`src/rtl/vend_pkg.sv`:
```
// vend_pkg: shared coin values, FSM states and output bit positions for vend_ctrl
package vend_pkg;
  localparam logic [7:0] VAL_DOLLAR  = 8'd100;
  localparam logic [7:0] VAL_QUARTER = 8'd25;
  localparam logic [7:0] VAL_DIME    = 8'd10;
  localparam logic [7:0] VAL_NICKEL  = 8'd5;
  typedef enum logic [1:0] {IDLE, VEND, CHANGE} state_t;
  localparam int V_GUM     = 0;
  localparam int V_CANDY   = 1;
  localparam int V_COOKIES = 2;
  localparam int V_CHIPS   = 3;
  localparam int C_NICKEL  = 0;
  localparam int C_DIME    = 1;
  localparam int C_QUARTER = 2;
endpackage

```
`src/rtl/vend_ctrl_if.sv`:
```
// vend_ctrl_if: front-panel buttons in, credit/vend/change/status out
// master drives buttons (panel side), slave is the controller.
// coin_ret exists only when VEND_COIN_RETURN_EN is defined.
interface vend_ctrl_if;
  logic dollar, quarter, dime, nickel;
  logic gum, candy, cookies, chips;
`ifdef VEND_COIN_RETURN_EN
  logic coin_ret;
`endif
  logic [7:0] coins;
  logic [3:0] vend;
  logic [2:0] coin_out;
  logic reject, busy;
  modport master (
`ifdef VEND_COIN_RETURN_EN
    output coin_ret,
`endif
    output dollar, quarter, dime, nickel, gum, candy, cookies, chips,
    input coins, vend, coin_out, reject, busy
  );
  modport slave (
`ifdef VEND_COIN_RETURN_EN
    input coin_ret,
`endif
    input dollar, quarter, dime, nickel, gum, candy, cookies, chips,
    output coins, vend, coin_out, reject, busy
  );
endinterface

```
`src/rtl/vend_change_gen.sv`:
```
// vend_change_gen: greedy change coin selector
// credit in; coin_out one-hot {quarter, dime, nickel} and credit after paying it out.
module vend_change_gen
  import vend_pkg::*;
(
  input  logic [7:0] credit,
  output logic [2:0] coin_out,
  output logic [7:0] next_credit
);
  logic q, d;
  assign q = credit >= VAL_QUARTER;
  assign d = !q && credit >= VAL_DIME;
  always_comb begin
    coin_out = '0;
    coin_out[C_QUARTER] = q;
    coin_out[C_DIME] = d;
    coin_out[C_NICKEL] = !q && !d;
  end
  assign next_credit = credit - (q ? VAL_QUARTER : d ? VAL_DIME : VAL_NICKEL);
endmodule

```
`src/rtl/vend_ctrl.sv`:
```
// vend_ctrl: vending sequencer owning the credit register, vend strobe and change payout
// Ports: clk, reset_n (async active-low), bus (vend_ctrl_if.slave: buttons in,
// coins/vend/coin_out/reject/busy out). Optional VEND_COIN_RETURN_EN adds coin_ret refunds.
module vend_ctrl
  import vend_pkg::*;
#(
  parameter int PRICE_GUM     = 50,
  parameter int PRICE_CANDY   = 75,
  parameter int PRICE_COOKIES = 100,
  parameter int PRICE_CHIPS   = 125,
  parameter int MAX_CREDIT    = 250
) (
  input logic clk,
  input logic reset_n,
  vend_ctrl_if.slave bus
);
  if (PRICE_GUM > MAX_CREDIT || PRICE_CANDY > MAX_CREDIT || PRICE_COOKIES > MAX_CREDIT ||
      PRICE_CHIPS > MAX_CREDIT || MAX_CREDIT > 255 || PRICE_GUM % 5 != 0 ||
      PRICE_CANDY % 5 != 0 || PRICE_COOKIES % 5 != 0 || PRICE_CHIPS % 5 != 0 ||
      MAX_CREDIT % 5 != 0) begin : g_bad_params
    $fatal(1, "vend_ctrl: illegal price or credit parameters");
  end
  localparam logic [7:0] PRICES [4] = '{8'(PRICE_GUM), 8'(PRICE_CANDY), 8'(PRICE_COOKIES), 8'(PRICE_CHIPS)};
  state_t state, state_d;
  logic [7:0] coins, coins_d, coin_val, chg_next;
  logic [3:0] coin_in, coin_prev, coin_edge, prod_in, prod_prev, prod_edge;
  logic [2:0] chg_coin;
  logic [1:0] sel, sel_d, prod_idx;
  logic [8:0] sum;
  logic reject, reject_d, ret_edge;
  assign coin_in = {bus.dollar, bus.quarter, bus.dime, bus.nickel};
  assign prod_in = {bus.chips, bus.cookies, bus.candy, bus.gum};
  assign coin_edge = coin_in & ~coin_prev;
  assign prod_edge = prod_in & ~prod_prev;
`ifdef VEND_COIN_RETURN_EN
  logic ret_prev;
  always_ff @(posedge clk or negedge reset_n)
    if (!reset_n) ret_prev <= 1'b0;
    else ret_prev <= bus.coin_ret;
  assign ret_edge = bus.coin_ret & ~ret_prev;
`else
  assign ret_edge = 1'b0;
`endif
  // Only the highest-priority edge in each group is acted on; the rest are dropped
  assign coin_val = coin_edge[3] ? VAL_DOLLAR : coin_edge[2] ? VAL_QUARTER :
                    coin_edge[1] ? VAL_DIME : VAL_NICKEL;
  assign prod_idx = prod_edge[V_GUM] ? 2'(V_GUM) : prod_edge[V_CANDY] ? 2'(V_CANDY) :
                    prod_edge[V_COOKIES] ? 2'(V_COOKIES) : 2'(V_CHIPS);
  // Nine-bit sum so an over-limit coin cannot wrap into an apparently legal credit
  assign sum = {1'b0, coins} + {1'b0, coin_val};
  vend_change_gen u_change (.credit(coins), .coin_out(chg_coin), .next_credit(chg_next));
  always_ff @(posedge clk or negedge reset_n)
    if (!reset_n) begin
      state <= IDLE;
      coins <= '0;
      sel <= '0;
      reject <= 1'b0;
      coin_prev <= '0;
      prod_prev <= '0;
    end else begin
      state <= state_d;
      coins <= coins_d;
      sel <= sel_d;
      reject <= reject_d;
      coin_prev <= coin_in;
      prod_prev <= prod_in;
    end
  always_comb begin
    state_d = state;
    coins_d = coins;
    sel_d = sel;
    reject_d = 1'b0;
    case (state)
      IDLE:
        if (|coin_edge) begin
          coins_d = sum <= 9'(MAX_CREDIT) ? sum[7:0] : coins;
          reject_d = sum > 9'(MAX_CREDIT);
        end else if (|prod_edge) begin
          sel_d = prod_idx;
          state_d = coins >= PRICES[prod_idx] ? VEND : IDLE;
          reject_d = coins < PRICES[prod_idx];
        end else if (ret_edge && coins != '0) state_d = CHANGE;
      VEND: begin
        coins_d = coins - PRICES[sel];
        state_d = coins_d != '0 ? CHANGE : IDLE;
      end
      CHANGE: begin
        coins_d = chg_next;
        state_d = chg_next == '0 ? IDLE : CHANGE;
      end
      default: state_d = IDLE;
    endcase
  end
  assign bus.coins = coins;
  assign bus.reject = reject;
  assign bus.busy = state != IDLE;
  assign bus.vend = state == VEND ? 4'b0001 << sel : 4'b0000;
  assign bus.coin_out = state == CHANGE ? chg_coin : 3'b000;
endmodule

```
`src/flat_wrapper.sv`:
```
// flat-port wrapper written by rule: the top's interface ports become plain ports
module vend_ctrl_flat import vend_pkg::*;
#(
  parameter int PRICE_GUM     = 50,
  parameter int PRICE_CANDY   = 75,
  parameter int PRICE_COOKIES = 100,
  parameter int PRICE_CHIPS   = 125,
  parameter int MAX_CREDIT    = 250
)
  (clk, reset_n, bus_dollar, bus_quarter, bus_dime, bus_nickel, bus_gum, bus_candy, bus_cookies, bus_chips, bus_coins, bus_vend, bus_coin_out, bus_reject, bus_busy);
  vend_ctrl_if bus_i ();
  input logic clk;
  input logic reset_n;
  input wire logic [$bits(bus_i.dollar)-1:0] bus_dollar;
  input wire logic [$bits(bus_i.quarter)-1:0] bus_quarter;
  input wire logic [$bits(bus_i.dime)-1:0] bus_dime;
  input wire logic [$bits(bus_i.nickel)-1:0] bus_nickel;
  input wire logic [$bits(bus_i.gum)-1:0] bus_gum;
  input wire logic [$bits(bus_i.candy)-1:0] bus_candy;
  input wire logic [$bits(bus_i.cookies)-1:0] bus_cookies;
  input wire logic [$bits(bus_i.chips)-1:0] bus_chips;
  output wire logic [$bits(bus_i.coins)-1:0] bus_coins;
  output wire logic [$bits(bus_i.vend)-1:0] bus_vend;
  output wire logic [$bits(bus_i.coin_out)-1:0] bus_coin_out;
  output wire logic [$bits(bus_i.reject)-1:0] bus_reject;
  output wire logic [$bits(bus_i.busy)-1:0] bus_busy;
  assign bus_i.dollar = bus_dollar;
  assign bus_i.quarter = bus_quarter;
  assign bus_i.dime = bus_dime;
  assign bus_i.nickel = bus_nickel;
  assign bus_i.gum = bus_gum;
  assign bus_i.candy = bus_candy;
  assign bus_i.cookies = bus_cookies;
  assign bus_i.chips = bus_chips;
  assign bus_coins = bus_i.coins;
  assign bus_vend = bus_i.vend;
  assign bus_coin_out = bus_i.coin_out;
  assign bus_reject = bus_i.reject;
  assign bus_busy = bus_i.busy;
  vend_ctrl #(.PRICE_GUM(PRICE_GUM), .PRICE_CANDY(PRICE_CANDY), .PRICE_COOKIES(PRICE_COOKIES), .PRICE_CHIPS(PRICE_CHIPS), .MAX_CREDIT(MAX_CREDIT)) u_core (.clk(clk), .reset_n(reset_n), .bus(bus_i));
endmodule
```
`config.mk`:
```
export PLATFORM = sky130hd
export DESIGN_NAME = vend_ctrl_flat
export DESIGN_NICKNAME = d
export VERILOG_FILES = /design/src/rtl/vend_pkg.sv /design/src/rtl/vend_ctrl_if.sv /design/src/rtl/vend_change_gen.sv /design/src/rtl/vend_ctrl.sv /design/src/flat_wrapper.sv
export SDC_FILE = /design/constraint.sdc
export NUM_CORES = 1
export LEC_CHECK = 0
export CAP_MARGIN = 20
export CELL_PAD_IN_SITES_DETAIL_PLACEMENT = 0
export CELL_PAD_IN_SITES_GLOBAL_PLACEMENT = 2
export CORE_MARGIN = 5
export CORE_UTILIZATION = 31
export DETAILED_ROUTE_END_ITERATION = 8
export PLACE_DENSITY = 0.82
export REMOVE_ABC_BUFFERS = 1
export SKIP_CTS_REPAIR_TIMING = 1
export SLEW_MARGIN = 20
export SYNTH_ARGS = -nofsm -noshare
export SYNTH_HDL_FRONTEND = slang
export SYNTH_SLANG_ARGS = --single-unit
export TNS_END_PERCENT = 5
```
`constraint.sdc`:
```
create_clock -name clk -period 3.4 [get_ports clk]
set_clock_uncertainty 0.2 [all_clocks]
set_input_delay 0.68 -clock clk [delete_from_list [all_inputs] [get_ports clk]]
set_output_delay 0.68 -clock clk [all_outputs]
set_load 0.05 [all_outputs]
```
# == Word level (Yosys, flattened, before mapping) ==
# Cells that the tools add are included.
# totals
ff_bits,21
input_bits,10
output_inout_bits,17
elab_cells,73
# classes
add_sub_neg,3
n_lt_le_gt_ge,8
n_eq_ne,6
shifts,1
mux,28
bitwise,7
reduce_logical,14
# ops
cell,count
2-to-1 mux 8 bit,8
binary-select mux 8 bit (select 2 bit),2
case mux 8 bit (3 select lines),1
2-to-1 mux 2 bit,6
2-to-1 mux 4 bit,3
adder 8 x 8 -> 9 bit,1
greater-than comparator 9 x 8 -> 1 bit (second input constant),1
less-or-equal comparator 9 x 8 -> 1 bit (second input constant),1
AND 4 bit,2
greater-or-equal comparator 8 x 4 -> 1 bit (second input constant),1
greater-or-equal comparator 8 x 5 -> 1 bit (second input constant),1
greater-or-equal comparator 8 bit,1
logical NOT 8 bit,1
< comparator 8 bit,1
NOT 4 bit,2
nonzero test 8 bit,1
OR reduction 4 bit,2
subtractor 8 x 5 -> 8 bit,1
subtractor 8 bit,1
greater-or-equal comparator 3 bit (second input constant),2
inequality test 2 x 1 -> 1 bit (second input constant),3
NOT 2 -> 3 bit,2
case mux 2 bit (3 select lines),1
AND reduction 3 bit,2
other kinds (14),20

# == Logic depth before layout (Yosys ltp) ==
# Gate-level depths: netlist of the first run.
# depth
word_depth,14
ltp_mapped,13
ltp_nobuf,13

# == Cells and area by module ==
# A second synthesis of the first run with hierarchy kept.
# hier_totals
hier_cells,288
area_unflattened_um2,2452.4
# modules_own_cells
module,n_inst,cells_each,area_per_inst_um2,seq_area_each_um2
vend_ctrl,1,244,2133.3,525.5
vend_change_gen,1,44,319.1,0.0

# == Least setup slack after synthesis of the first run ==
# Ideal clock, no wire load.
# synth_path
kind,flip-flop to flip-flop
start,"register u_core.coins[1], in the netlist u_core.bus.coins[1]"
end,register u_core.state[1]
setup_ns,0.144
arrival_time_ns,3.333
slack_ns,-0.277
path_stages_with_launch,10
path_buffers,0
cell_sequence,dfrtp_1 o311a_1 nor4_1 nand2_1 ha_1 inv_1 fa_1 or4b_2 o41ai_1 a41oi_1
# synth_between
elab_chain_cells,9
word_cells_on_any_way,13
cone_classes,add/sub (2); order compare (2); mux (5); reduce/logical (4)
# synth_rtl
element,line_no,text
from (decl),vend_ctrl.sv:25,"logic [7:0] coins, coins_d, coin_val, chg_next;"
from (signal assigned),vend_ctrl.sv:62,coins <= coins_d;
greater-or-equal comparator 8 x 5 -> 1 bit,vend_change_gen.sv:11,assign q = credit >= VAL_QUARTER;
logical NOT 1 bit,vend_change_gen.sv:12,assign d = !q && credit >= VAL_DIME;
logical AND 1 bit,vend_change_gen.sv:12,
2-to-1 mux 4 bit,vend_change_gen.sv:19,assign next_credit = credit - (q ? VAL_QUARTER : d ? VAL_DIME : VAL_NICKEL);
2-to-1 mux 5 bit,vend_change_gen.sv:19,
subtractor 8 x 5 -> 8 bit,vend_change_gen.sv:19,
logical NOT 8 bit,vend_ctrl.sv:89,state_d = chg_next == '0 ? IDLE : CHANGE;
2-to-1 mux 2 bit,vend_ctrl.sv:89,
case mux 2 bit (3 select lines) (*),vend_ctrl.sv:73,case (state)
to (signal assigned),vend_ctrl.sv:61,state <= state_d;
to (decl),vend_ctrl.sv:24,"state_t state, state_d;"
# Mark *: on every way between the ends. The rest lies on a longest branch, timed or not.
# A chain may end at the register's enable or synchronous reset.

# == Final worst setup path of the first run ==
# layout_path
start,input bus_dime
end,"register u_core.coins[2], in the netlist u_core.bus.coins[2]"
# layout_between
elab_chain_cells,8
word_cells_on_any_way,13
cone_classes,add/sub (1); order compare (1); eq/ne (2); mux (6); bitwise (1); reduce/logical (2)
# layout_rtl
element,line_no,text
from (decl),flat_wrapper.sv:16,input wire logic [$bits(bus_i.dime)-1:0] bus_dime;
AND 4 bit (*),vend_ctrl.sv:33,assign coin_edge = coin_in & ~coin_prev;
2-to-1 mux 4 bit,vend_ctrl.sv:46,coin_edge[1] ? VAL_DIME : VAL_NICKEL;
2-to-1 mux 8 bit (2 in a row),vend_ctrl.sv:45,assign coin_val = coin_edge[3] ? VAL_DOLLAR : coin_edge[2] ? VAL_QUARTER :
adder 8 x 8 -> 9 bit,vend_ctrl.sv:50,"assign sum = {1'b0, coins} + {1'b0, coin_val};"
less-or-equal comparator 9 x 8 -> 1 bit or 2-to-1 mux 8 bit (tied branches),vend_ctrl.sv:76,coins_d = sum <= 9'(MAX_CREDIT) ? sum[7:0] : coins;
inequality test 2 x 1 -> 1 bit (no source line) or 2-to-1 mux 8 bit (tied branches),--,
AND reduction 3 bit (no source line) or case mux 8 bit (3 select lines) (tied branches),--,
# Mark *: on every way between the ends. The rest lies on a longest branch, timed or not. The select of a mux whose other input is x is not followed.

==> reports/qor.yml, run 1 <==
status: "finished clean"
rows: 32
placed_area_um2: 3107
cts_max_level: 1
critPathArrivalTime_ps: 3280
grt_usage_pct: 14.06
insertion_delay_ps: 270
cts_tree: "yes"
ys_seq_elements: 21
drcViolationCount: 0
cp-start-kind: "primary input"
setup_tns_ps: 0
drt_pass1_iterations: 4
ys_types: 57
hold_viol_final: 0
worstSetupPathType: "in -> reg"
boundaryPins: 27
core_um2: 7607
wl_per_cell_um: 15.47
clkTransAtPathRegs_ps: 90
drt-total-wl_um: 7083
vias: 2381
grt_overflow_total: 0
synth_area_per_cell_um2: 8.470
final_util_pct: 43.63
min_period_over_period_pct: 98.24
area_delta_synth_final_pct: 38.97
drt_iter0_drc: 85
grt_pass1_wl_um: 11210
synth_warnings: 0
critPathCaptureType: "register"
max_freq_ghz: 0.2994
synthCells: 282
async_reset_ff_share_pct: 100.0
die_y_um: 97.78
insertedDiodeCount: 0
drive_above_1_share_pct: 26.40
clock-sinks: 21
period_minus_slack_ps: 3340
antenna_left: 0
dp_hpwl_um: 5436
grt_pass1_vias: 2215
critPathRequiredTime_ps: 3340
netlist_area_um2: 2389
die_w_um: 97.78
final_max_slew_viol_count: 0
finalSetupViolCount: 0
initial_utilization_pct: 31.40
cts-root-buf: "clkbuf_8"
antenna_found_initial: 0
relSlewSlack_pct: 52.98
cts_made_buffers: 3
fin_area_um2: 3319
clockBufferDepth: 2
stdcell_count: 458
place_inst: 450
place.gp.congestion: 0.8410
fin_nets: 406
ys.flop_type: "dfrtp_1"
synth_edf_count: 0
worst_pin_slew_ps: 687.6
port_buffers: 26
yosysSeqAreaShare_pct: 22.00
dieArea_um2: 9560
drv_cap: 0
hold_path.class: "in -> async"
rsz0062_at_grt: "true"
grt_max_degree: 22
via_per_inst: 5.199
cp_max_fo: 7
layout make-up:
type / instances / area, um2
clock buffers: 3 / 41.29
inverters: 22 / 82.58
flip-flops and latches: 21 / 525.5
repair buffers: 75 / 664.4
fillers: 762 / 4288
multi-input cells: 234 / 1873
clock inverters: 1 / 5.005
well taps: 102 / 127.6
critical path, cell delays in order:
cell and delay (ps):
dlymetal6s2s_1 120, nor2b_4 200, a21oi_2 80, ha_2 210, fa_2 420, a211oi_4 290, nor3b_2 100, o311a_1 350
a211oi_2 300, a31oi_4 180, buf_12 170, nand2_1 110, o31ai_4 80
metal layers:
metal | share of wire, % | GRT usage, %
met3 | 2.5 | 1.429
met1 | 47 | 19.90
met4 | 1.3 | 1.278
met2 | 49 | 24.09
met5 | 0 | 0
synth_stat cells (all sizes together) (5+ instances only):
master / count / area, um2
a211oi: 6 / 50.05
a21oi: 17 / 85.08
and2: 6 / 38.79
dfrtp: 21 / 525.5
ha: 36 / 450.4
inv: 22 / 82.58
nand2: 17 / 63.81
nand2b: 7 / 43.79
nand3: 5 / 30.03
nor2: 26 / 97.59
nor2b: 10 / 70.06
nor3: 5 / 25.02
o21a: 9 / 67.56
o21ai: 27 / 146.4
xor2: 6 / 52.55
sequential cells by signal, indices dropped and copies added, names as in the netlist:
signal	flops
u_core.state	2
u_core.coin_prev	4
u_core.sel	2
u_core.bus.reject	1
u_core.prod_prev	4
u_core.bus.coins	8
cell families after synthesis:
logic type	count (synthesis)	synth area share, %
muxes	1	0.4714
adders and majority gates	39	21.37
buffers and inverters	27	4.610
and+or+nand+nor	92	20.22
xor gates and xnor gates	9	3.300
DFF	21	22.00
AOI/OAI and AO/OA	93	28.03
final timing paths:
check                      cells past startpoint                 from                   to  slack [ps]
max                                           13             bus_dime  u_core.bus.coins[2]          60
min                                            1              reset_n  u_core.prod_prev[2]         160
max reg2reg                                   14  u_core.bus.coins[1]  u_core.bus.coins[6]         100
min reg2reg                                    3        u_core.sel[1]        u_core.sel[1]         430
max in group asynchronous                      1              reset_n  u_core.bus.coins[6]        2510
min in group clk                               1           bus_dollar  u_core.coin_prev[3]         330
through the flow:
step	hold WS, ps	setup WS [ps]
2_1_floorplan	184.4	-276.8
5_1_grt	200.6	-59.03
3_5_place_dp	422.8	-559.4
6_report	156.5	59.91
3_3_place_gp	393.6	-482.1
4_1_cts	439.7	-281.3
cells in the final DEF, fill, tap and decap left out, types with 3 or more instances in the layout:
cell type         n
buf_4            47
ha_1             34
nor2_1           25
inv_1            22
o21ai_0          22
dfrtp_1          21
clkdlybuf4s50_1  20
nand2_1          17
a21oi_1          16
o21a_1            9
nand2b_1          7
nor2b_1           6
xor2_1            6
and2_1            5
or2_2             4
o311a_1           4
nand3_1           4
nor3_1            4
nor2b_4           3
a211oi_1          3
o2111ai_1         3
o21ai_2           3
o31a_1            3
xnor2_1           3
clkbuf_8          3
Power of run 1 is left out: the tool's default activity adds up to more than one toggle a clock period on the data nets, which glitch-free logic cannot reach.
==> run 2: changes to the inputs <==
--- a/config.mk
+++ b/config.mk
@@ -11,7 +11,7 @@
 export CORE_MARGIN = 5
 export CORE_UTILIZATION = 31
 export DETAILED_ROUTE_END_ITERATION = 8
-export PLACE_DENSITY = 0.82
+export PLACE_DENSITY = 0.8
 export REMOVE_ABC_BUFFERS = 1
 export SKIP_CTS_REPAIR_TIMING = 1
 export SLEW_MARGIN = 20
==> run 2 against run 1 <==
Die area unchanged; largest cell class unchanged; worst setup slack better by 31 ps; fmax up 0.93%; final cell count up 0.22%; non-clock buffer count up 1; sequential share of layout area about the same; utilization about the same; count of clock-buffer cells in the layout unchanged; via count down 3.2%.
==> reports/qor.yml, run 2 (synthesis results as in run 1) <==
critPathArrivalTime_ps: 3230
grt_pass1_vias: 2239
grt_pass1_wl_um: 10890
dp_hpwl_um: 5457
drcViolationCount: 0
stdcell_count: 459
final_cell_mix: "buf_4, ha_1, nor2_1"
critPathCaptureType: "register"
cts_tree: "yes"
grt_max_degree: 22
status: "finished clean"
mostFrequentLayoutCell: "buf_4"
worstSetupPathType: "reg -> reg"
drv_cap: 0
clkTransAtPathRegs_ps: 90
cts_made_buffers: 3
rows: 32
period_minus_slack_ps: 3309
antenna_left: 0
finalSetupViolCount: 0
grt_overflow_total: 0
boundaryPins: 27
port_buffers: 26
reg2regPathDepth: 10
die_w_um: 97.78
final_max_slew_viol_count: 0
largest_reg_flops: 8
wl_per_cell_um: 14.82
worstReg2RegStart: "u_core.bus.coins[1]"
relSlewSlack_pct: 63.78
ff2ff_setup_slack_ps: 90
area_delta_synth_final_pct: 38.87
min_period_over_period_pct: 97.33
regMostFlops: "u_core.bus.coins"
hold_viol_final: 0
worstSetupStartpoint: "u_core.bus.coins[1]"
initial_utilization_pct: 31.40
cts_max_level: 1
insertedDiodeCount: 0
cp-start-kind: "register"
place_inst: 453
insertion_delay_ps: 260
core_um2: 7607
worst_pin_slew_ps: 529.6
crit_path_end: "u_core.state[1]"
die_y_um: 97.78
clockBufferDepth: 2
drive_above_1_share_pct: 27.17
drt_iter0_drc: 99
place.gp.congestion: 0.8306
hold_path.class: "in -> async"
clock-sinks: 21
drt_pass1_iterations: 4
fin_nets: 407
via_per_inst: 5.020
critPathRequiredTime_ps: 3330
max_freq_ghz: 0.3022
antenna_found_initial: 0
drt-total-wl_um: 6803
r2r_end: "u_core.state[1]"
cts-root-buf: "clkbuf_8"
dieArea_um2: 9560
grt_usage_pct: 13.76
vias: 2304
cp_max_fo: 2
rsz0062_at_grt: "true"
top_regs: "u_core.bus.coins (8), u_core.coin_prev (4), u_core.prod_prev (4)"
[run 2: cell count changes in the layout (fill, tap and decap cells not counted), sizes merged]
cell          before  now
buf               51   53
clkbuf             5    3
dlymetal6s2s       2    3
[run 2: layer usage]
| metal | GRT usage, % | routed length [um] | share of wire, % | vias up |
|---|---|---|---|---|
| met5 | 0 | 0 | 0 | - |
| met4 | 2.875 | 125 | 1.8 | 0 |
| met3 | 1.571 | 166 | 2.4 | 8 |
| met2 | 24.20 | 3288 | 48 | 34 |
| met1 | 18.21 | 3222 | 47 | 1076 |
| li1 | - | - | - | 1186 |
[run 2: final cells by class]
type	count	area (um2)
clock buffer	3	41.29
sequential	21	525.5
tap	102	127.6
multi-input combinational	234	1886
fill	759	4290
timing repair buffer	76	649.4
clock inverter	1	5.005
inverter	22	82.58
[run 2: worst min path at each step]
stage / from / end / slack [ps] / depth (start not counted)
floorplan: reset_n / u_core.bus.coins[0] / 180 / 0
global placement: u_core.state[0] / u_core.state[0] / 400 / 2
detailed placement: u_core.bus.coins[0] / u_core.bus.coins[0] / 400 / 3
CTS: u_core.bus.coins[0] / u_core.bus.coins[0] / 420 / 3
global route: reset_n / u_core.prod_prev[1] / 210 / 1
finish: reset_n / u_core.prod_prev[3] / 160 / 1
[run 2: worst max-delay path, cell delays in order (launching register included)]
cell and delay (ps):
dfrtp_1 390, o311a_1 370, nor4_2 150, buf_4 170, nand2_1 60, ha_1 190
inv_1 70, fa_2 430, or4b_2 690, o41ai_2 280, a41oi_1 160
[run 2: metrics by stage]
stage                     cell area, um2  setup TNS, ps  util (%)  setup slack, ps  hold slack [ps]
after floorplan                     2361         -458.4         -           -276.8            184.4
after global placement              3117          -4378     40.97           -538.7            398.9
after detailed placement            3117          -4908     40.97           -614.6            401.6
after CTS                           3163          -2521     41.58           -346.1            421.8
after global routing                3317         -74.65     43.60           -64.76            205.0
final                               3317              0     43.60            90.61            163.8
Power of run 2 is left out for the same reason.
